<file path="src/rtl/wordline_decoder_pipe_if.sv">
// ============================================================================
// Module   : wordline_decoder_pipe_if
// Brief    : Request / wordline handshake bundle for wordline_decoder_pipe.
// Revision : 1.0 - initial release
// ============================================================================
`default_nettype none

interface wordline_decoder_pipe_if #(
    parameter int ADDR_W   = 7,
    parameter int NUM_ROWS = 128
);
    logic                req_valid;
    logic                req_ready;
    logic [ADDR_W-1:0]   req_addr;
    logic                req_en;
    logic                sweep_start;
    logic                wl_valid;
    logic                wl_ready;
    logic [NUM_ROWS-1:0] wl;
    logic [ADDR_W-1:0]   wl_idx;
    logic                addr_err;
    logic                busy;
    logic                sweep_done;

    modport master (
        output req_valid, req_addr, req_en, sweep_start, wl_ready,
        input  req_ready, wl_valid, wl, wl_idx, addr_err, busy, sweep_done
    );

    modport slave (
        input  req_valid, req_addr, req_en, sweep_start, wl_ready,
        output req_ready, wl_valid, wl, wl_idx, addr_err, busy, sweep_done
    );
endinterface

`default_nettype wire

</file>
<file path="src/rtl/wordline_decoder_pipe.sv">
// ============================================================================
// Module   : wordline_decoder_pipe
// Brief    : Registered one-hot row decoder with valid/ready output stage and
//            an optional all-row sweep, compiled in by macro WLDEC_SWEEP_EN.
// Revision : 1.0 - initial release
// ============================================================================
`default_nettype none

module wordline_decoder_pipe #(
    parameter int ADDR_W   = 7,
    parameter int NUM_ROWS = 128
) (
    input  wire logic           clk,
    input  wire logic           rst_n,
    wordline_decoder_pipe_if.slave bus
);

    typedef enum logic [0:0] {
        IDLE  = 1'b0,
        SWEEP = 1'b1
    } state_t;

    localparam logic [NUM_ROWS-1:0] ONE_HOT0 = {{(NUM_ROWS-1){1'b0}}, 1'b1};
    localparam logic [ADDR_W-1:0]   LAST_ROW = ADDR_W'(NUM_ROWS - 1);
    localparam logic [ADDR_W:0]     ROWS_EXT = (ADDR_W + 1)'(NUM_ROWS);

    state_t              state_q,    state_d;
    logic [ADDR_W-1:0]   row_q,      row_d;
    logic [NUM_ROWS-1:0] wl_q,       wl_d;
    logic [ADDR_W-1:0]   wl_idx_q,   wl_idx_d;
    logic                addr_err_q, addr_err_d;
    logic                wl_valid_q, wl_valid_d;
    logic                sweep_done_q, sweep_done_d;

    logic              start_sweep;
    logic              out_free;
    logic              xfer;
    logic              accept;
    logic              addr_in_range;
    logic [ADDR_W-1:0] row_next;

`ifdef WLDEC_SWEEP_EN
    assign start_sweep = bus.sweep_start;
`else
    logic sweep_start_unused;
    assign sweep_start_unused = bus.sweep_start;
    assign start_sweep        = 1'b0;
`endif

    assign out_free      = !wl_valid_q || bus.wl_ready;
    assign xfer          = wl_valid_q && bus.wl_ready;
    assign bus.req_ready = (state_q == IDLE) && !start_sweep && out_free;
    assign accept        = bus.req_valid && bus.req_ready;
    assign addr_in_range = ({1'b0, bus.req_addr} < ROWS_EXT);
    assign row_next      = row_q + 1'b1;

    always_comb begin
        state_d      = state_q;
        row_d        = row_q;
        wl_d         = wl_q;
        wl_idx_d     = wl_idx_q;
        addr_err_d   = addr_err_q;
        wl_valid_d   = wl_valid_q;
        sweep_done_d = 1'b0;

        if (xfer) begin
            wl_valid_d = 1'b0;
        end

        case (state_q)
            IDLE: begin
                // A sweep request wins over a pending decode request.
                if (start_sweep && out_free) begin
                    state_d    = SWEEP;
                    row_d      = '0;
                    wl_d       = ONE_HOT0;
                    wl_idx_d   = '0;
                    addr_err_d = 1'b0;
                    wl_valid_d = 1'b1;
                end else if (accept) begin
                    wl_d       = (bus.req_en && addr_in_range) ? (ONE_HOT0 << bus.req_addr) : '0;
                    wl_idx_d   = bus.req_addr;
                    addr_err_d = bus.req_en && !addr_in_range;
                    wl_valid_d = 1'b1;
                end
            end
            SWEEP: begin
                if (xfer) begin
                    if (row_q == LAST_ROW) begin
                        state_d      = IDLE;
                        row_d        = '0;
                        sweep_done_d = 1'b1;
                    end else begin
                        row_d      = row_next;
                        wl_d       = ONE_HOT0 << row_next;
                        wl_idx_d   = row_next;
                        addr_err_d = 1'b0;
                        wl_valid_d = 1'b1;
                    end
                end
            end
            default: begin
                state_d = IDLE;
            end
        endcase
    end

    always_ff @(posedge clk or negedge rst_n) begin
        if (!rst_n) begin
            state_q      <= IDLE;
            row_q        <= '0;
            wl_q         <= '0;
            wl_idx_q     <= '0;
            addr_err_q   <= 1'b0;
            wl_valid_q   <= 1'b0;
            sweep_done_q <= 1'b0;
        end else begin
            state_q      <= state_d;
            row_q        <= row_d;
            wl_q         <= wl_d;
            wl_idx_q     <= wl_idx_d;
            addr_err_q   <= addr_err_d;
            wl_valid_q   <= wl_valid_d;
            sweep_done_q <= sweep_done_d;
        end
    end

    assign bus.wl         = wl_q;
    assign bus.wl_idx     = wl_idx_q;
    assign bus.addr_err   = addr_err_q;
    assign bus.wl_valid   = wl_valid_q;
    assign bus.busy       = (state_q == SWEEP);
    assign bus.sweep_done = sweep_done_q;

endmodule

`default_nettype wire

</file>
<file path="src/flat_wrapper.sv">
// flat-port wrapper written by rule: the top's interface ports become plain ports
module wordline_decoder_pipe_flat 
#(
    parameter int ADDR_W   = 7,
    parameter int NUM_ROWS = 128
)
  (clk, rst_n, bus_req_valid, bus_req_addr, bus_req_en, bus_sweep_start, bus_wl_ready, bus_req_ready, bus_wl_valid, bus_wl, bus_wl_idx, bus_addr_err, bus_busy, bus_sweep_done);
  wordline_decoder_pipe_if #(.ADDR_W(ADDR_W), .NUM_ROWS(NUM_ROWS)) bus_i ();
  input  wire logic clk;
  input  wire logic rst_n;
  input wire logic [$bits(bus_i.req_valid)-1:0] bus_req_valid;
  input wire logic [$bits(bus_i.req_addr)-1:0] bus_req_addr;
  input wire logic [$bits(bus_i.req_en)-1:0] bus_req_en;
  input wire logic [$bits(bus_i.sweep_start)-1:0] bus_sweep_start;
  input wire logic [$bits(bus_i.wl_ready)-1:0] bus_wl_ready;
  output wire logic [$bits(bus_i.req_ready)-1:0] bus_req_ready;
  output wire logic [$bits(bus_i.wl_valid)-1:0] bus_wl_valid;
  output wire logic [$bits(bus_i.wl)-1:0] bus_wl;
  output wire logic [$bits(bus_i.wl_idx)-1:0] bus_wl_idx;
  output wire logic [$bits(bus_i.addr_err)-1:0] bus_addr_err;
  output wire logic [$bits(bus_i.busy)-1:0] bus_busy;
  output wire logic [$bits(bus_i.sweep_done)-1:0] bus_sweep_done;
  assign bus_i.req_valid = bus_req_valid;
  assign bus_i.req_addr = bus_req_addr;
  assign bus_i.req_en = bus_req_en;
  assign bus_i.sweep_start = bus_sweep_start;
  assign bus_i.wl_ready = bus_wl_ready;
  assign bus_req_ready = bus_i.req_ready;
  assign bus_wl_valid = bus_i.wl_valid;
  assign bus_wl = bus_i.wl;
  assign bus_wl_idx = bus_i.wl_idx;
  assign bus_addr_err = bus_i.addr_err;
  assign bus_busy = bus_i.busy;
  assign bus_sweep_done = bus_i.sweep_done;
  wordline_decoder_pipe #(.ADDR_W(ADDR_W), .NUM_ROWS(NUM_ROWS)) u_core (.clk(clk), .rst_n(rst_n), .bus(bus_i));
endmodule
</file>
<file path="config.mk">
export PLATFORM = sky130hd
export DESIGN_NAME = wordline_decoder_pipe_flat
export DESIGN_NICKNAME = d
export VERILOG_FILES = /design/src/rtl/wordline_decoder_pipe_if.sv /design/src/rtl/wordline_decoder_pipe.sv /design/src/flat_wrapper.sv
export SDC_FILE = /design/constraint.sdc
export NUM_CORES = 1
export LEC_CHECK = 0
export ABC_AREA = 1
export BUFFER_PORTS_ARGS = -buffer_cell sky130_fd_sc_hd__buf_4
export CAP_MARGIN = 20
export CORE_UTILIZATION = 50
export CTS_CLUSTER_DIAMETER = 40
export DETAILED_ROUTE_END_ITERATION = 6
export PLACE_DENSITY_LB_ADDON = 0.05
export SETUP_SLACK_MARGIN = 0.2
export SYNTH_ARGS = -nofsm -noshare
export SYNTH_HDL_FRONTEND = slang
export SYNTH_SLANG_ARGS = --single-unit
</file>
<file path="constraint.sdc">
create_clock -name clk -period 2.2 [get_ports clk]
set_clock_uncertainty 0.05 [all_clocks]
set_input_delay 0.11 -clock clk [delete_from_list [all_inputs] [get_ports clk]]
set_output_delay 0.11 -clock clk [all_outputs]
set_load 0.1 [all_outputs]
</file>
==> metrics, run 1 <==
WL final=27,660 µm; Worst Path Arrival=about 2200 ps; post-synthesis async set-or-reset flop share=between 90% and 100%; status=finished, final reports clean; Core Area=about 16,000 µm²; largest net degree at the start of global routing=67; CTS H-tree depth=4; setup TNS=0 ps; EDFF count, synth=0; Fin. Hold Viols=0; Die Span Y=131.2 µm; unrepaired setup endpoints after global routing=yes; Final Wtd Congestion=0.9113; largest vdd supply drop=0.4868 mV; most common cell in the netlist=nor2_1; row count=46; Setup crit start kind=flip-flop; syn_area_per_cell=approximately 7 µm²; total grt overflow=0; maximum operating frequency=526.8 MHz; Max Cap Violations=0; Antenna Nets Post-Route=0; area leader, netlist=dfrtp_1; Final period util=between 80% and 90%; synth cell count leaders=nor2_1 (278), nand2_1 (235), a21oi_1 (177); Avg Vias per Cell=5.604; number of port buffers=150; clock sink total=145; antenna cells=0; die area=17,220 µm²; P per Cell Area=about 550 nW/µm²; root cell of the clock tree=clkbuf_16; Inserted Clock Buffers=17; final setup violation count=0; Slew Viols, Final=0; Tightest Hold Check Type=in -> reg; Post-Synthesis Cell Area=8349 µm²; 1st-iter DRT viols=1,054; total power=5.877 mW; initial antenna violation count=0; Synth cell types=26; CP Class=reg -> reg; Slew @ Worst Pin=623.5 ps; Cell Int Power=between 4 and 5 mW; Worst Path Required=around 2500 ps; number of global-route vias before repair=7,900; register bit total from synthesis=145; layout cells sized above 1=a little over a fifth; peak fanout along the critical path=14; drt pass-1 iters=5; initial core utilization=51.81%; Switching Fraction=22.98%; clk buf depth=2; Main synth FF type=dfrtp_1; Comb power frac=3.8%; Lkg Pwr=between 5 and 6 nW; routed len/inst=roughly 18 µm; Residual DRC=0; Tmin final=1898 ps; CTS clk-pin slew, worst paths=60 ps; Slew headroom=roughly three fifths; CP Capture Type=flip-flop; dominant cells by area after synthesis=dfrtp_1 (43%), nor2_1 (12%), a21oi_1 (11%); Post-Synthesis Cells=1,184; CTS tree=done; Sequential Power Share=a little under half; Ys Warns=0; post-synth top area share=43.46%; Area growth syn-to-layout=28.92%; sequential area share after synthesis=43.46%; global-route wire length before repair=roughly 43,000 µm; Syn Nets=1,202; Ports=about 150; Nets=1,346; switching power=1.351 mW; Worst-Skew Late Latency=430 ps; DR vias=8,720; GR Util All Layers=~32%; Die W=131.2 µm; Clock power frac=about half; DP HPWL=18,770 µm
-- path summary, 6_finish.rpt --
path / start / end / slack (ps) / depth (start not counted)
max: u_core.row_q[0] / u_core.bus.wl[122] / 300 / 10
min: bus_req_addr[3] / u_core.bus.wl_idx[3] / 10 / 3
max reg2reg: u_core.row_q[0] / u_core.bus.wl[122] / 300 / 10
min reg2reg: u_core.bus.wl_idx[6] / u_core.bus.wl_idx[6] / 460 / 2
max in group asynchronous: rst_n / u_core.bus.wl[13] / 1290 / 3
min in group asynchronous: rst_n / u_core.bus.wl[33] / 150 / 2
-- what timing repair did --
| item | in CTS | in global routing |
|---|---|---|
| setup buffers | 0 | 1 |
| pin swaps | 0 | 3 |
| gates resized for setup | 1 | 31 |
| endpoints found under the hold margin | 88 | 0 |
| gates cloned | 0 | 3 |
| hold buffers | 8 | 0 |
| endpoints found under the setup margin | 2 | 96 |
-- power by group through the flow --
stage | logic, mW | clock network (mW) | registers [mW]
3_5_place_dp | 0.213 | 0 | 2.72
6_report | 0.225 | 2.98 | 2.67
4_1_cts | 0.223 | 3.01 | 2.67
5_1_grt | 0.247 | 3.11 | 2.67
2_1_floorplan | 0.0880 | 0 | 2.72
3_3_place_gp | 0.212 | 0 | 2.72
-- cells by family after synthesis --
| logic type | count (synthesis) | synth area share (%) |
|---|---|---|
| AOI/OAI and AO/OA | 193 | 11.81 |
| adders and majority gates | 5 | 0.7493 |
| buffers and inverters | 186 | 10.79 |
| DFF | 145 | 43.46 |
| other | 1 | 0.04491 |
| and+or+nand+nor | 654 | 33.15 |
-- through the flow --
step                setup WS [ps]  cells  utilization (%)  hold slack (ps)  instance area, µm²
floorplan                   317.6   1184                -           -235.6                8356
global placement            273.2   1513            61.48            49.71                9908
detailed placement          217.6   1513            61.48            50.92                9908
CTS                         276.1   1552            65.73            4.694               10590
global route                168.9   1556            66.79            53.03               10760
finish                      301.7   1556            66.79            12.95               10760
-- sequential cells by signal, summed over array words and instances (netlist names), named ones only --
name                   cells
u_core.bus.wl            128
u_core.bus.wl_idx          7
u_core.bus.sweep_done      1
u_core.bus.busy            1
u_core.row_q               7
-- metal layers --
metal | vias to the layer above | wire (µm) | GRT usage [%]
met5 | - | 0 | 0
met4 | 0 | 862 | 11.70
met3 | 69 | 2989 | 8.642
met2 | 487 | 12260 | 47.28
met1 | 4033 | 11550 | 45.43
li1 | 4131 | - | -
-- cell type report --
cell class                 count  area (µm²)
clock buffer                  18       439.2
clock inverter                13       162.7
fill                        1446        5351
inverter                      94       357.8
multi-input combinational    853        3949
sequential                   145        3631
tap                          216       270.3
timing repair buffer         217        1954
-- placed cells by master (no fill, tap or decap) --
| cell type | n |
|---|---|
| dlygate4sd3_1 | 8 |
| clkbuf_8 | 1 |
| ha_4 | 1 |
| conb_1 | 1 |
| bufinv_16 | 3 |
| inv_6 | 2 |
| nand3_2 | 3 |
| o22ai_1 | 5 |
| buf_12 | 21 |
| dfrtp_1 | 143 |
| nand2_2 | 7 |
| clkbuf_16 | 19 |
| inv_2 | 5 |
| nor2_1 | 257 |
| a21oi_2 | 3 |
| a21oi_4 | 1 |
| nor2_8 | 1 |
| nand2_1 | 233 |
| buf_4 | 184 |
| nor2_2 | 19 |
| clkinv_2 | 3 |
| a31oi_1 | 6 |
| dfrtp_2 | 2 |
| o21ai_1 | 1 |
| clkinvlp_4 | 3 |
| a21oi_1 | 174 |
| nor2_4 | 5 |
| nand4_1 | 84 |
| buf_6 | 2 |
| o21ai_0 | 2 |
| nand2_4 | 1 |
| nand3_1 | 44 |
| a22oi_1 | 1 |
| ha_1 | 4 |
| clkinv_1 | 1 |
| inv_1 | 87 |
| clkinv_4 | 3 |
-- worst max-delay path, cell delays in order, from the launching register on --
cell and delay (ps):
dfrtp_1 400, ha_4 180, nand2_1 80, inv_1 90, nand3_1 100, nand2_2 110
nand2_2 100, nor2_8 280, clkbuf_16 240, nand2_1 60, a21oi_1 130
Note: power is estimated with default switching activity, not from simulation.
==> inputs of run 2 (changes only) <==
--- a/config.mk
+++ b/config.mk
@@ -5,7 +5,6 @@
 export SDC_FILE = /design/constraint.sdc
 export NUM_CORES = 1
 export LEC_CHECK = 0
-export ABC_AREA = 1
 export BUFFER_PORTS_ARGS = -buffer_cell sky130_fd_sc_hd__buf_4
 export CAP_MARGIN = 20
 export CORE_UTILIZATION = 50
@@ -13,6 +12,7 @@
 export DETAILED_ROUTE_END_ITERATION = 6
 export PLACE_DENSITY_LB_ADDON = 0.05
 export SETUP_SLACK_MARGIN = 0.2
+export SKIP_LAST_GASP = 1
 export SYNTH_ARGS = -nofsm -noshare
 export SYNTH_HDL_FRONTEND = slang
 export SYNTH_SLANG_ARGS = --single-unit
==> constraint.sdc (replaced) <==
create_clock -name clk -period 2.2 [get_ports clk]
set_clock_uncertainty 0.05 [all_clocks]
set_input_delay 0.11 -clock clk [delete_from_list [all_inputs] [get_ports clk]]
set_output_delay 0.11 -clock clk [all_outputs]
set_load 0.05 [all_outputs]
==> metrics, run 2 <==
final setup violation count=0 (unchanged); Worst-Skew Late Latency=420 ps (about the same); Antenna Nets Post-Route=0 (unchanged); post-synthesis async set-or-reset flop share=100.0% (unchanged); antenna cells=0 (unchanged); Post-Synthesis Cells=787 (-34%); Slew @ Worst Pin=612.8 ps (-10.69 ps); root cell of the clock tree=clkbuf_16; met3 WL=1999 µm (-33%); die area=15,430 µm² (-10%); drt pass-1 iters=6 (+1); synth cell count leaders=dfrtp_1 (145), nor2_1 (105), a21oi_1 (66); Residual DRC=0 (unchanged); peak fanout along the critical path=13 (-1); Core Area=14,530 µm² (-9.8%); total grt overflow=0 (unchanged); Die W=124.2 µm (-5.3%); Largest register FFs=128 (unchanged); CP Capture Type=flip-flop; syn_area_per_cell=9.490 µm² (+35%); initial core utilization=51.39% (-0.42 points); DP HPWL=16,090 µm (-14%); Final period util=95.21% (+8.9 points); Inserted Clock Buffers=17 (unchanged); Slew headroom=58.99% (+0.72 points); layout cells sized above 1=36.13% (+15 points); Final Wtd Congestion=0.8793 (-3.5%); status=finished, final reports clean; Seq. cell area=3636 µm² (+0.14%); final cell count without fillers=1,186 (-24%); unrepaired setup endpoints after global routing=yes; Lkg Pwr=5.073 nW (-8.0%); CTS tree=done; largest net degree at the start of global routing=60 (-10%); Nets=1,007 (-25%); register bit total from synthesis=145 (unchanged); number of global-route vias before repair=7,136 (-9.7%); Tmin final=2095 ps (+196.2 ps); WL final=25,160 µm (-9.0%); number of port buffers=150 (unchanged); Setup crit start kind=flip-flop; Tightest Hold Check Type=in -> reg; Worst Path Required=2510 ps (about the same); Slew Viols, Final=0 (unchanged); CTS clk-pin slew, worst paths=60 ps (about the same); initial antenna violation count=0 (unchanged); Worst Path Arrival=2410 ps (+210 ps); Synth cell types=58 (+120%); Max Cap Violations=0 (unchanged); Routed met1 length=10,230 µm (-11%); row count=44 (-4.3%); area of the multi-input gates=3812 µm² (-3.5%); hold_ws=55.43 ps (+42.48 ps); Area growth syn-to-layout=41.40%; CTS H-tree depth=4 (unchanged); dominant cells by area after synthesis=dfrtp_1 (49%), nor2_1 (5.3%), o2bb2a_1 (5.0%); Die Span Y=124.2 µm (-5.3%); Main synth FF type=dfrtp_1; DR vias=7,485 (-14%); P per Cell Area=557.8 nW/µm² (+2.2%); CP Class=reg -> reg; area leader, netlist=dfrtp_1; Post-Synthesis Cell Area=7468 µm² (-11%); 1st-iter DRT viols=965 (-8.4%); Avg Vias per Cell=6.311 (+13%); most common cell after layout, fill and taps aside=buf_4; routed len/inst=21.22 µm (+19%); Ys Warns=0 (unchanged); placed cell count=1,119 (-26%); EDFF count, synth=0 (unchanged); met2 wire length=12,240 µm (-0.20%); Fin. Hold Viols=0 (unchanged); sequential area share after synthesis=48.58% (+5.1 points); clk buf depth=2 (unchanged); maximum operating frequency=477.4 MHz (-9.4%); GR Util All Layers=31.66% (-0.56 points); fillcell total=1,095 (-24%); Ports=153 (unchanged); largest vdd supply drop=0.4911 mV (+0.88%); commonest cells after routing, fill and taps aside=buf_4 (222), dfrtp_1 (139), nor2_1 (102); global-route wire length before repair=38,510 µm (-11%); Syn Nets=805 (-33%); clock sink total=145 (unchanged); most common cell in the netlist=dfrtp_1; post-synth top area share=48.58% (+5.1 points); uppermost routed layer=met4
run 2: layer usage:
metal | track usage [%] | vias to the layer above
met5 | 0 | -
met4 | 12.90 | 0
met3 | 5.043 | 60
met2 | 51.64 | 427
met1 | 42.05 | 3671
li1 | - | 3327
run 2: where the power goes:
group,switching [mW],leakage [nW],internal (mW),total (mW)
Clock,1.17,0.303,1.88,3.04
Combinational,0.135,2.76,0.0444,0.180
Sequential,0,2.01,2.67,2.67
Total,1.30,5.07,4.59,5.89
run 2: cell type report:
type / count / share of cell area [%]
flip-flops and latches: 145 / 34.43
well taps: 184 / 2.180
clock inverters: 12 / 1.469
clock buffers: 20 / 4.419
multi-input cells: 567 / 36.10
inverters: 4 / 0.1777
repair buffers: 254 / 21.22
run 2: per-stage QoR:
stage | setup slack, ps | area (µm²) | setup TNS (ps) | util (%) | total power [mW]
2_1_floorplan | 187.9 | 7540 | 0 | - | 2.770
4_1_cts | 136.3 | 10320 | 0 | 71.02 | 5.901
5_1_grt | 23.95 | 10560 | 0 | 72.66 | 6.050
6_report | 105.4 | 10560 | 0 | 72.66 | 5.891
3_5_place_dp | -146.3 | 9268 | -1827 | 63.77 | 2.885
3_3_place_gp | -74.19 | 9268 | -935.8 | 63.77 | 2.880
run 2: repair_timing:
item	CTS	global route
pin swaps	7	2
gates resized for setup	37	31
endpoints found under the setup margin	135	135
cloned	3	1
endpoints found under the hold margin	59	0
hold buffers	5	0
buffers inserted	17	9
run 2: final timing paths:
| check | startpoint | to | slack [ps] | cells after the start |
|---|---|---|---|---|
| worst max-delay path | u_core.row_q[0] | u_core.bus.wl[124] | 110 | 9 |
| worst min-delay path | bus_req_addr[3] | u_core.bus.wl_idx[3] | 60 | 3 |
| min in group asynchronous | rst_n | u_core.bus.wl[79] | 190 | 2 |
| worst max register to register | u_core.row_q[0] | u_core.bus.wl[124] | 110 | 9 |
| worst min register to register | u_core.bus.wl_idx[3] | u_core.bus.wl_idx[3] | 430 | 2 |
| max in group asynchronous | rst_n | u_core.bus.wl[9] | 1190 | 3 |
run 2: cell families (layout without fill, tap and decap cells):
| group | Yosys count | after routing | synth area share [%] |
|---|---|---|---|
| AO/OA/AOI/OAI | 257 | 257 | 25.46 |
| adder cells (fa/ha/maj) | 5 | 5 | 0.8377 |
| AND/OR/NAND/NOR | 295 | 296 | 19.28 |
| flip-flops | 145 | 145 | 48.58 |
| XOR/XNOR | 6 | 6 | 0.7038 |
| multiplexers | 2 | 2 | 0.2681 |
| buffers and inverters | 76 | 290 | 4.808 |
| other | 1 | 1 | 0.05021 |
run 2: worst max-delay path, stage by stage, from the launching register on:
cell and delay [ps]:
dfrtp_2 420, ha_4 220, nand3_2 140, buf_4 170
nor3_4 210, buf_4 170, o211ai_2 100, buf_12 190
nor4_2 230, a211o_1 140
==> inputs of run 3 (changes only) <==
==> constraint.sdc (replaced) <==
create_clock -name clk -period 2.2 [get_ports clk]
set_clock_uncertainty 0.05 [all_clocks]
set_input_delay 0.22 -clock clk [delete_from_list [all_inputs] [get_ports clk]]
set_output_delay 0.22 -clock clk [all_outputs]
set_load 0.05 [all_outputs]
==> metrics, run 3 (synthesized netlist as in run 2, its figures left out) <==
clk buf depth=2 (unchanged); Slew @ Worst Pin=829.3 ps (+216.4 ps); crit path cell chain=ha_4, buf_6, and4_4, buf_12, a21boi_4, o211ai_2, buf_12, nor4_1, a211o_1; CTS tree=done; status=finished, violations left; Final WS setup=-57.27 ps (-162.7 ps); WL final=30,460 µm (+21%); drt pass-1 iters=5 (-1); Crit path top cell by count=buf_12; CTS clk-pin slew, worst paths=60 ps (about the same); Crit-path slowest cell=dfrtp_2; maximum operating frequency=443.0 MHz (-7.2%); Tmin final=2257 ps (+162.7 ps); CP Capture Type=flip-flop; Comb power frac=3.1% (about the same); Core Area=14,530 µm² (unchanged); Antenna Nets Post-Route=0 (unchanged); Inserted Clock Buffers=17 (unchanged); number of port buffers=150 (unchanged); initial antenna violation count=0 (unchanged); initial core utilization=51.39% (unchanged); placed cell count=1,122 (+0.27%); Die W=124.2 µm (unchanged); Largest register FFs=128 (unchanged); Sequential Power Share=44.3% (-1.0 points); cell family with most CP delay=compound AO/OA/AOI/OAI gates; DP HPWL=16,040 µm (-0.31%); Final Cell Area=11,880 µm² (+13%); Slew headroom=44.72% (-14 points); Fin. Hold Viols=0 (unchanged); final setup violation count=1 (+1); Clock power frac=52.5% (+0.8 points); Lkg Pwr=5.577 nW (+9.9%); routed len/inst=24.82 µm (+17%); unrepaired setup endpoints after global routing=yes; clock sink total=145 (unchanged); Ports=153 (unchanged); crit-path max cell delay=440 ps (+20 ps); Final Wtd Congestion=0.8895 (+1.2%); GR Util All Layers=31.26% (-0.40 points); placed cell areas=9315 µm² (+0.51%); Nets=1,048 (+4.1%); peak fanout along the critical path=11 (-2); DR vias=8,346 (+12%); Die Span Y=124.2 µm (unchanged); Tightest Hold Check Type=in -> reg; Final period util=102.6% (+7.4 points); Switching Fraction=22.80% (+0.72 points); P per Cell Area=506.1 nW/µm² (-9.3%); layout cells sized above 1=46.12% (+10 points); Worst Path Arrival=2590 ps (+180 ps); largest net degree at the start of global routing=46 (-23%); total grt overflow=0 (unchanged); row count=44 (unchanged); Setup crit start kind=flip-flop; 1st-iter DRT viols=1,041 (+7.9%); Slew Viols, Final=0 (unchanged); root cell of the clock tree=clkbuf_16; Cell Int Power=4.642 mW (+1.1%); final cell count without fillers=1,227 (+3.5%); number of global-route vias before repair=6,978 (-2.2%); Area growth syn-to-layout=59.09%; Max Cap Violations=0 (unchanged); CTS H-tree depth=4 (unchanged); failing checks=setup timing; commonest cells after routing, fill and taps aside=buf_4 (220), dfrtp_1 (140), nor2_1 (70); Residual DRC=0 (unchanged); Worst-Skew Late Latency=440 ps (+20 ps); largest vdd supply drop=0.5557 mV (+13%); most common cell after layout, fill and taps aside=buf_4; Avg Vias per Cell=6.802 (+7.8%); Worst Path Required=2530 ps (+20 ps); CP Class=reg -> reg; Buffers & Inverters on Critical Path=3 (unchanged); hold_ws=20.53 ps (-34.91 ps); die area=15,430 µm² (unchanged); global-route wire length before repair=37,950 µm (-1.4%); switching power=1.371 mW (+5.4%); antenna cells=0 (unchanged)
run 3: changes by cell type in the layout (fill, tap and decap cells not counted), moves of 5 or more:
| cell | change |
|---|---|
| o2bb2a_1 | -11 |
| a21oi_1 | -29 |
| nor2_2 | +10 |
| nand2_1 | -8 |
| nor2_1 | -32 |
| buf_8 | +6 |
| buf_6 | +14 |
| nor2_4 | +22 |
| nand2_2 | +5 |
| clkbuf_16 | +21 |
| o2bb2a_4 | +9 |
| a21oi_2 | +28 |
run 3: metrics by stage:
stage                     TNS, ps  power [mW]  setup WS (ps)  utilization, %
after global placement      -2889       2.883         -84.02           64.09
after global routing       -571.6       6.117         -58.11           81.75
final                      -57.27       6.013         -57.27           81.75
after detailed placement    -5021       2.890         -134.1           64.09
after floorplan                 0       2.770          187.9               -
after CTS                       0       5.978          93.24           70.65
run 3: worst paths after layout:
check / startpoint / end / cells past startpoint / slack [ps]
max in group asynchronous: rst_n / u_core.bus.wl[100] / 3 / 1200
worst min-delay path: bus_req_addr[6] / u_core.bus.wl_idx[6] / 3 / 20
worst max-delay path: u_core.row_q[0] / u_core.bus.wl[121] / 9 / -60
worst max register to register: u_core.row_q[0] / u_core.bus.wl[121] / 9 / -60
worst min register to register: u_core.bus.wl[74] / u_core.bus.wl[74] / 1 / 440
min in group asynchronous: rst_n / u_core.bus.wl[114] / 2 / 230
run 3: area by class of cell:
cell class,instances,area [µm²]
clock buffer,20,446.7
clock inverter,12,181.4
fill,824,2653
inverter,4,15.01
multi-input combinational,568,4302
sequential,145,3635
tap,184,230.2
timing repair buffer,294,3072
run 3: tightest hold or removal path, stage by stage:
cell and delay (ps):
buf_4 110, o211ai_1 90, nand2_2 60
run 3: power by group through the flow:
| stage | sequential [mW] | combinational [mW] | clock (mW) |
|---|---|---|---|
| CTS | 2.67 | 0.178 | 3.13 |
| floorplan | 2.72 | 0.0537 | 0 |
| finish | 2.67 | 0.187 | 3.16 |
| detailed placement | 2.72 | 0.174 | 0 |
| global route | 2.67 | 0.199 | 3.25 |
| global placement | 2.72 | 0.168 | 0 |
run 3: per-layer routing:
layer  vias to the layer above  global-route usage, %  wire (µm)
met5                         -                      0          0
met4                         0                  12.62       1444
met3                       148                  6.853       2976
met2                       657                  48.65      14300
met1                      4110                  42.37      11740
li1                       3431                      -          -
run 3: what timing repair did:
action | 4_1_cts | 5_1_grt
hold endpoints to repair | 41 | 0
cloned | 2 | 32
resized for setup | 31 | 178
pin swaps | 6 | 65
endpoints found under the setup margin | 135 | 135
setup buffers | 14 | 23
hold buffers | 2 | 0
